File: src/rtl/alu_muldiv_seq_if.sv
// alu_muldiv_seq_if: start/done bundle between control unit and muldiv unit.
// master = control unit side, slave = muldiv unit side.
interface alu_muldiv_seq_if #(
  parameter int WIDTH = 32
);
  logic             START;
  logic [2:0]       OP;
  logic [WIDTH-1:0] X;
  logic [WIDTH-1:0] Y;
  logic             BUSY;
  logic             DONE;
  logic [WIDTH-1:0] RESULTADO;
  logic             ZERO;

  modport master (
    output START, OP, X, Y,
    input  BUSY, DONE, RESULTADO, ZERO
  );

  modport slave (
    input  START, OP, X, Y,
    output BUSY, DONE, RESULTADO, ZERO
  );
endinterface

File: src/rtl/alu_muldiv_seq.sv
// alu_muldiv_seq: iterative RV32M mul/div, one shift-add/restore step per clock.
// Define ALU_MULDIV_FAST_SPECIAL_EN to skip CALC for trivial/special operands.
module alu_muldiv_seq #(
  parameter int WIDTH = 32
) (
  input logic             CLK,
  input logic             RST_N,
  alu_muldiv_seq_if.slave bus
);
  localparam int CNTW = $clog2(WIDTH + 1);

  typedef enum logic [1:0] {
    IDLE,
    CALC,
    FIN
  } state_t;

  state_t           state_q, state_d;
  logic [CNTW-1:0]  cnt_q, cnt_d;
  logic [2:0]       op_q, op_d;
  logic [WIDTH-1:0] a_q, a_d;
  logic [WIDTH-1:0] hi_q, hi_d;
  logic [WIDTH-1:0] lo_q, lo_d;
  logic             neg_q, neg_d;
  logic             rneg_q, rneg_d;
  logic             spec_q, spec_d;
  logic [WIDTH-1:0] sres_q, sres_d;
  logic [WIDTH-1:0] res_q, res_d;
  logic             zero_q, zero_d;

  logic             accept, last;
  logic             in_div, in_rem;
  logic             sx, sy, sa, sb;
  logic             dz, ovf, mz, spec_now;
  logic [WIDTH-1:0] xm, ym, sres_now;
  logic [WIDTH-1:0] madd;
  logic [WIDTH:0]   msum, dsh;
  logic [WIDTH-1:0] dsub;
  logic             dge;
  logic [WIDTH-1:0] hi_n, lo_n;
  logic [2*WIDTH-1:0] prod, prod_c;
  logic [WIDTH-1:0] quo_c, rem_c, calc_res;

  assign accept = (state_q == IDLE) && bus.START;
  assign last   = (cnt_q == CNTW'(WIDTH - 1));

  // Operand decode at capture
  always_comb begin
    in_div = bus.OP[2];
    in_rem = bus.OP[1];
    sx = in_div ? !bus.OP[0] : (bus.OP[1:0] != 2'b11);
    sy = in_div ? !bus.OP[0] : !bus.OP[1];
    sa = sx & bus.X[WIDTH-1];
    sb = sy & bus.Y[WIDTH-1];
    xm = sa ? -bus.X : bus.X;
    ym = sb ? -bus.Y : bus.Y;
    dz = in_div && (bus.Y == '0);
    ovf = in_div && !bus.OP[0] &&
          (bus.X == {1'b1, {(WIDTH-1){1'b0}}}) &&
          (bus.Y == '1);
`ifdef ALU_MULDIV_FAST_SPECIAL_EN
    mz = !in_div && ((bus.X == '0) || (bus.Y == '0));
`else
    mz = 1'b0;
`endif
    spec_now = dz | ovf | mz;
    unique case (1'b1)
      dz && in_rem:   sres_now = bus.X;
      dz && !in_rem:  sres_now = '1;
      ovf && in_rem:  sres_now = '0;
      ovf && !in_rem: sres_now = bus.X;
      default:        sres_now = '0;
    endcase
  end

  // One iteration step on {hi, lo}
  always_comb begin
    madd = lo_q[0] ? a_q : '0;
    msum = {1'b0, hi_q} + {1'b0, madd};
    dsh  = {hi_q, lo_q[WIDTH-1]};
    dge  = (dsh >= {1'b0, a_q});
    dsub = dsh[WIDTH-1:0] - a_q;
    if (op_q[2]) begin
      hi_n = dge ? dsub : dsh[WIDTH-1:0];
      lo_n = {lo_q[WIDTH-2:0], dge};
    end else begin
      hi_n = msum[WIDTH:1];
      lo_n = {msum[0], lo_q[WIDTH-1:1]};
    end
    prod   = {hi_n, lo_n};
    prod_c = neg_q ? -prod : prod;
    quo_c  = neg_q ? -lo_n : lo_n;
    rem_c  = rneg_q ? -hi_n : hi_n;
    if (spec_q)
      calc_res = sres_q;
    else if (op_q[2])
      calc_res = op_q[1] ? rem_c : quo_c;
    else if (op_q[1:0] == 2'b00)
      calc_res = prod_c[WIDTH-1:0];
    else
      calc_res = prod_c[2*WIDTH-1:WIDTH];
  end

  always_comb begin
    cnt_d  = cnt_q;
    op_d   = op_q;
    a_d    = a_q;
    hi_d   = hi_q;
    lo_d   = lo_q;
    neg_d  = neg_q;
    rneg_d = rneg_q;
    spec_d = spec_q;
    sres_d = sres_q;
    res_d  = res_q;
    zero_d = zero_q;
    if (accept) begin
      cnt_d  = '0;
      op_d   = bus.OP;
      a_d    = in_div ? ym : xm;
      hi_d   = '0;
      lo_d   = in_div ? xm : ym;
      neg_d  = sa ^ sb;
      rneg_d = sa;
      spec_d = spec_now;
      sres_d = sres_now;
`ifdef ALU_MULDIV_FAST_SPECIAL_EN
      if (spec_now) begin
        res_d  = sres_now;
        zero_d = (sres_now == '0);
      end
`endif
    end else if (state_q == CALC) begin
      cnt_d = cnt_q + CNTW'(1);
      hi_d  = hi_n;
      lo_d  = lo_n;
      if (last) begin
        res_d  = calc_res;
        zero_d = (calc_res == '0);
      end
    end
  end

  always_ff @(posedge CLK or negedge RST_N) begin
    if (!RST_N) state_q <= IDLE;
    else        state_q <= state_d;
  end

  always_comb begin
    state_d = state_q;
    unique case (state_q)
      IDLE: begin
`ifdef ALU_MULDIV_FAST_SPECIAL_EN
        if (accept) state_d = spec_now ? FIN : CALC;
`else
        if (accept) state_d = CALC;
`endif
      end
      CALC:    if (last) state_d = FIN;
      FIN:     state_d = IDLE;
      default: state_d = IDLE;
    endcase
  end

  always_comb begin
    bus.BUSY      = (state_q != IDLE);
    bus.DONE      = (state_q == FIN);
    bus.RESULTADO = res_q;
    bus.ZERO      = zero_q;
  end

  always_ff @(posedge CLK or negedge RST_N) begin
    if (!RST_N) begin
      cnt_q  <= '0;
      op_q   <= '0;
      a_q    <= '0;
      hi_q   <= '0;
      lo_q   <= '0;
      neg_q  <= 1'b0;
      rneg_q <= 1'b0;
      spec_q <= 1'b0;
      sres_q <= '0;
      res_q  <= '0;
      zero_q <= 1'b1;
    end else begin
      cnt_q  <= cnt_d;
      op_q   <= op_d;
      a_q    <= a_d;
      hi_q   <= hi_d;
      lo_q   <= lo_d;
      neg_q  <= neg_d;
      rneg_q <= rneg_d;
      spec_q <= spec_d;
      sres_q <= sres_d;
      res_q  <= res_d;
      zero_q <= zero_d;
    end
  end
endmodule

File: src/flat_wrapper.sv
// flat-port wrapper written by rule: the top's interface ports become plain ports
module alu_muldiv_seq_flat 
#(
  parameter int WIDTH = 32
)
  (CLK, RST_N, bus_START, bus_OP, bus_X, bus_Y, bus_BUSY, bus_DONE, bus_RESULTADO, bus_ZERO);
  alu_muldiv_seq_if #(.WIDTH(WIDTH)) bus_i ();
  input logic CLK;
  input logic RST_N;
  input wire logic [$bits(bus_i.START)-1:0] bus_START;
  input wire logic [$bits(bus_i.OP)-1:0] bus_OP;
  input wire logic [$bits(bus_i.X)-1:0] bus_X;
  input wire logic [$bits(bus_i.Y)-1:0] bus_Y;
  output wire logic [$bits(bus_i.BUSY)-1:0] bus_BUSY;
  output wire logic [$bits(bus_i.DONE)-1:0] bus_DONE;
  output wire logic [$bits(bus_i.RESULTADO)-1:0] bus_RESULTADO;
  output wire logic [$bits(bus_i.ZERO)-1:0] bus_ZERO;
  assign bus_i.START = bus_START;
  assign bus_i.OP = bus_OP;
  assign bus_i.X = bus_X;
  assign bus_i.Y = bus_Y;
  assign bus_BUSY = bus_i.BUSY;
  assign bus_DONE = bus_i.DONE;
  assign bus_RESULTADO = bus_i.RESULTADO;
  assign bus_ZERO = bus_i.ZERO;
  alu_muldiv_seq #(.WIDTH(WIDTH)) u_core (.CLK(CLK), .RST_N(RST_N), .bus(bus_i));
endmodule
File: config.mk
export PLATFORM = sky130hd
export DESIGN_NAME = alu_muldiv_seq_flat
export DESIGN_NICKNAME = d
export VERILOG_FILES = /design/src/rtl/alu_muldiv_seq_if.sv /design/src/rtl/alu_muldiv_seq.sv /design/src/flat_wrapper.sv
export SDC_FILE = /design/constraint.sdc
export NUM_CORES = 1
export LEC_CHECK = 0
export CORE_UTILIZATION = 55
export CTS_CLUSTER_DIAMETER = 50
export DETAILED_ROUTE_END_ITERATION = 7
export PLACE_DENSITY_LB_ADDON = 0.08
export SLEW_MARGIN = 25
export SYNTH_ARGS = -nofsm -noshare
export SYNTH_HDL_FRONTEND = slang
export SYNTH_SLANG_ARGS = --single-unit
File: constraint.sdc
create_clock -name CLK -period 6.6 [get_ports CLK]
set_clock_uncertainty 0.1 [all_clocks]
set_input_delay 1.32 -clock CLK [delete_from_list [all_inputs] [get_ports CLK]]
set_output_delay 1.32 -clock CLK [all_outputs]
set_load 0.05 [all_outputs]
Word-level counts from Yosys, hierarchy flattened
Cells that the tools add are included.
- register bits after elaboration: 175
- input bits: 70
- output and inout bits: 35
- logic and storage cells: 80
- mux-type cells: 27
- equality and inequality tests: 8
- bitwise logic cells: 5
- order comparisons: 1
- $add $sub $neg: 8
- reduce and logical (&&, ||, !) cells: 19
- operators by type and width (cell ; count):
    $mux 32 ; 18
    $neg 32->32 ; 4
    $eq 32x32->1 const B ; 2
    $logic_not 32->1 ; 2
    $mux 64 ; 1
    $neg 64->64 ; 1
    $pmux 32 s2 ; 1
    $add 32x32->33 ; 1
    $ge 33x32->1 ; 1
    $sub 32x32->32 ; 1
    $mux 6 ; 2
    $logic_and 1x1->1 ; 8
    $add 6x1->6 const B ; 1
    $eq 6x5->1 const B ; 1
    $logic_not 2->1 ; 2
    $mux 2 ; 2
    $ne 2x1->1 const B ; 2
    $pmux 2 s2 ; 1
    $reduce_bool 2->1 ; 2
    $reduce_and 3->1 ; 1
    $and 1x1->1 ; 2
    $eq 2x1->1 const B ; 1
    $eq 2x2->1 const B ; 1
    $logic_not 1->1 ; 2
    other kinds (7) ; 8

Depth between registers and ports, before layout
- depth in word-level cells: 9
- mapped depth: 25
- depth with buffers taken out: 24

Worst setup path before layout
Ideal clock, no wire load.
- path kind: register to register
- start point: register u_core.hi_q[7]
- end point: register u_core.zero_q, in the netlist u_core.bus.ZERO
- required time: 6.439 ns
- data arrival time: 5.638 ns
- library setup time: 0.061 ns
- period minus slack after synthesis: 5.799 ns
- stages on the path, launching flop included: 25
- path slack: 0.801 ns
- path through: dfrtp_1 ha_1 buf_2 a21oi_1 o21ai_1 a221oi_1 a21boi_1 nor3_1 nor2_1 inv_1 ha_1 o2111ai_1 nor4_1 o2111ai_1 nor2_1 o21a_1 and4_1 nand4_1 or3_1 o31ai_1 xor2_1 o221a_2 a21oi_1 a311oi_1 a31o_1
- cells in the longest elaborated chain, start to end: 9
- RTL lines (what ; line ; RTL):
    start: declaration ; alu_muldiv_seq.sv:22 ; logic [WIDTH-1:0] hi_q, hi_d;
    start signal: assignment ; alu_muldiv_seq.sv:188 ; hi_q <= hi_d;
    $sub 32x32->32 or $ge 33x32->1 (tied branches) ; alu_muldiv_seq.sv:82, alu_muldiv_seq.sv:81 ;
    $mux 32 ; alu_muldiv_seq.sv:84 ; hi_n = dge ? dsub : dsh[WIDTH-1:0];
    $mux 32 ; alu_muldiv_seq.sv:83 ; if (op_q[2]) begin
    $neg 64->64 or $neg 32->32 (tied branches) ; alu_muldiv_seq.sv:91, alu_muldiv_seq.sv:93 ;
    $mux 64 or $mux 32 (tied branches) ; alu_muldiv_seq.sv:91, alu_muldiv_seq.sv:93 ;
    $mux 32, on equally long branches ; alu_muldiv_seq.sv:98, alu_muldiv_seq.sv:97 ;
    $mux 32 (*) ; alu_muldiv_seq.sv:96 ; else if (op_q[2])
    $mux 32 (*) ; alu_muldiv_seq.sv:94 ; if (spec_q)
    $logic_not 32->1 (*) ; alu_muldiv_seq.sv:138 ; zero_d = (calc_res == '0);
    end signal: assignment ; alu_muldiv_seq.sv:195 ; zero_q <= zero_d;
    end: declaration ; alu_muldiv_seq.sv:29 ; logic zero_q, zero_d;
Every way passes the cells marked *; elsewhere a longest branch is shown, timed or not.
A chain may end at the register's enable or synchronous reset.

Worst setup path after layout
- start point: register u_core.a_q[19]
- end point: register u_core.zero_q, in the netlist u_core.bus.ZERO
- cells in the longest elaborated chain, start to end: 9
- RTL lines (what ; line ; RTL):
    start: declaration ; alu_muldiv_seq.sv:21 ; logic [WIDTH-1:0] a_q, a_d;
    start signal: assignment ; alu_muldiv_seq.sv:175 ; a_q <= '0;
    start signal: assignment ; alu_muldiv_seq.sv:187 ; a_q <= a_d;
    $mux 32, or another cell as far along ; alu_muldiv_seq.sv:78 ; madd = lo_q[0] ? a_q : '0;
    $add 32x32->33 or $mux 32 (tied branches) ; alu_muldiv_seq.sv:79, alu_muldiv_seq.sv:84 ;
    $mux 32 ; alu_muldiv_seq.sv:83 ;
    $neg 64->64 or $neg 32->32 (tied branches) ; alu_muldiv_seq.sv:91, alu_muldiv_seq.sv:93 ;
    $mux 64 or $mux 32 (tied branches) ; alu_muldiv_seq.sv:91, alu_muldiv_seq.sv:93 ;
    $mux 32, on equally long branches ; alu_muldiv_seq.sv:98, alu_muldiv_seq.sv:97 ;
    $mux 32 (*) ; alu_muldiv_seq.sv:96 ;
    $mux 32 (*) ; alu_muldiv_seq.sv:94 ;
    $logic_not 32->1 (*) ; alu_muldiv_seq.sv:138 ;
Marked as above.

==> reports/results.txt <==
H-Tree Level Count - 4
Fin util - 63.2%
Die area - 33700 um2
Crit path time final - 6380 ps
TritonCTS Sinks - 175
Vias - 20.7k
Top Ports - 105
Routed len/inst - 26.2 um
First-pass GRT wire length - 116000 um
CTS tree - yes
DRT antenna net count - 0
Clk_lat worst skew - 450 ps
Number of global-route vias before repair - 19.0k
Largest net degree at the start of global routing - 117
Seq/Total Area, Yosys - 24.2%
Number of synthesized flops with an enable pin - 0
Placer Congestion - 1.13
Synth warn - 0
Critical path data required time - 6890 ps
Ant diodes - 0
Clk pin slew, worst setup/hold paths - 80 ps
Die Width - 184 um
Unrepaired setup endpoints after global routing - false
Setup TNS Final - 0 ps
Ratio of cells with drive above 1 in the final layout - 8.19%
Synthesized netlist cell count - 2482
Final wirelength - 78500 um
Critical Path End Type - register
Post-Syn Nets - 2624
FFs w/ async S/R, synth - 100%
Worst slew margin - 32.9%
VDD IR max - 0.179 mV
Netlist cell types - 100
Post-DR vias/cell - 6.90
Drt pass-1 iters - 6
Root buf cell - clkbuf_16
Status - finished, final reports clean
Layout Area Growth over Synthesis - 13.0%
Commonest non-fill, non-tap cell in the layout - nand2_1
Leak - 8.46 nW
Critical path arrival - 6660 ps
Slew at the pin with the worst max-slew slack - 1000 ps
Layout Nets - 2682
Worst-path maximum fanout - 14
Dpl hpwl - 61400 um
Chip height - 184 um
Row cnt - 66
Dominant synthesized flop cell - dfrtp_1
CTS max path bufs - 2
Synth Area per Inst - 7.31 um2
Startpoint types - register
Initial drt markers - 2699
IO Port Bufs - 104
Starting density of the core - 55.9%
Hold Fails Final Rpt - 0
Drt drc - 0
PD cells - 116 nW/um2
Cell area after synthesis - 18100 um2
Synthesized flop and latch total - 175
Final period util - 96.7%
# setup viols final - 0
Most frequent cells in the layout - nand2_1 (281), nor2_1 (249), o21ai_0 (238), a21oi_1 (233), dfrtp_1 (173)
Core box area - 32500 um2
Gr usage total - 46.3%
Number of max-cap violations - 0
Initial antenna violation count - 5
Total CTS buffers - 17
Remaining Overflow, GRT - 0
Hold WC Path Type - reg2reg
Critical path class - reg2reg
Count of final max-slew check failures - 0
Max Fclk - 0.157 GHz
[cells in the mapped netlist (39+ instances only)]
cell type  number  area share [%]
ha_1           70             4.8
o21ai_0       240             6.6
xnor2_1        85             4.1
xor2_1         73             3.5
inv_1          69             1.4
nand4_1        39             1.3
mux2i_1        50             2.8
dfrtp_1       174              24
nand2_1       282             5.8
nand3_1        84             2.3
o211ai_1       59             2.4
and2_1         48             1.7
nor3_1         62             1.7
nor2_1        251             5.2
a21oi_1       235             6.5
clkbuf_1      121             2.5
[cells by family (layout without fill, tap and decap cells)]
kind of cell | count (synthesis) | after routing | synth area share [%]
and+or+nand+nor | 946 | 946 | 25.1
AOI/OAI and AO/OA | 841 | 841 | 29.5
buffers and inverters | 230 | 301 | 5.10
DFF | 175 | 175 | 24.2
xor gates and xnor gates | 158 | 158 | 7.63
adders and majority gates | 72 | 72 | 5.05
muxes | 60 | 60 | 3.44
[per-stage QoR]
stage | setup slack [ps] | instances | power [mW] | hold slack, ps | cell area [um2]
2_1_floorplan | 801 | 2482 | 1.19 | 350 | 18100
3_3_place_gp | 253 | 2959 | 1.34 | 356 | 19800
3_5_place_dp | 135 | 2959 | 1.34 | 362 | 19800
4_1_cts | 38.2 | 2991 | 2.37 | 382 | 20400
5_1_grt | 48.7 | 2995 | 2.45 | 412 | 20500
6_report | 221 | 2995 | 2.38 | 378 | 20500
[where the power goes]
group	leakage (nW)	total [mW]	internal [mW]	switching [mW]
Sequential	2.13	1.07	1.07	0
Combinational	6.04	0.258	0.0830	0.176
Clock	0.288	1.05	0.511	0.543
[flip-flops by register name, indices dropped and copies added, names as in the netlist]
| register | count |
|---|---|
| u_core.a_q | 32 |
| u_core.bus.RESULTADO | 32 |
| u_core.hi_q | 32 |
| u_core.lo_q | 32 |
| u_core.sres_q | 32 |
| u_core.cnt_q | 6 |
| u_core.op_q | 3 |
| u_core.state_q | 2 |
| u_core.bus.ZERO | 1 |
| u_core.neg_q | 1 |
| u_core.rneg_q | 1 |
| u_core.spec_q | 1 |
[area by class of cell]
class                   count  area (um2)
flip-flops and latches    175        4380
clock buffers              17         425
multi-input cells        2077       12900
well taps                 442         553
fillers                  2974       12000
repair buffers            198        1770
inverters                  71         267
clock inverters            15         171
[per-layer routing]
metal	part of all wire, %	up-vias	GRT usage (%)	wire [um]
met2	42	1425	68.1	32600
met3	12	357	14.6	9780
met1	37	9638	57.0	29400
li1	-	9248	-	-
met5	0.071	-	0	56
met4	8.4	8	33.3	6610
[what timing repair did]
action,in CTS,in global routing
setup endpoints to repair,0,6
setup buffers,0,3
hold endpoints to repair,0,0
hold buffers,0,0
resized for setup,0,15
[path summary, 6_finish.rpt]
path                                         start                 endpoint  slack, ps  cells after the start
setup reg to reg                    u_core.a_q[19]          u_core.bus.ZERO        220                     21
setup / recovery                    u_core.a_q[19]          u_core.bus.ZERO        220                     21
hold reg to reg            u_core.bus.RESULTADO[6]  u_core.bus.RESULTADO[6]        380                      2
min in group asynchronous                    RST_N          u_core.hi_q[13]        820                      1
max in group asynchronous                    RST_N            u_core.rneg_q       4420                      2
hold / removal             u_core.bus.RESULTADO[6]  u_core.bus.RESULTADO[6]        380                      2
[worst max-delay path, cell delays in order, from the launching register on]
cell	delay, ps
dfrtp_1	420
inv_1	80
ha_1	520
and4_1	330
nand3_1	130
or4_4	560
a31oi_2	330
buf_4	320
nor3_2	140
a311oi_2	370
buf_4	230
and2_1	200
nor4b_2	660
nand4b_1	240
buf_4	190
o41ai_1	430
xor2_1	200
a21oi_1	80
a2111oi_0	350
buf_4	200
a311oi_1	50
a31o_1	200
No activity file was read; power rests on OpenSTA's default activity.
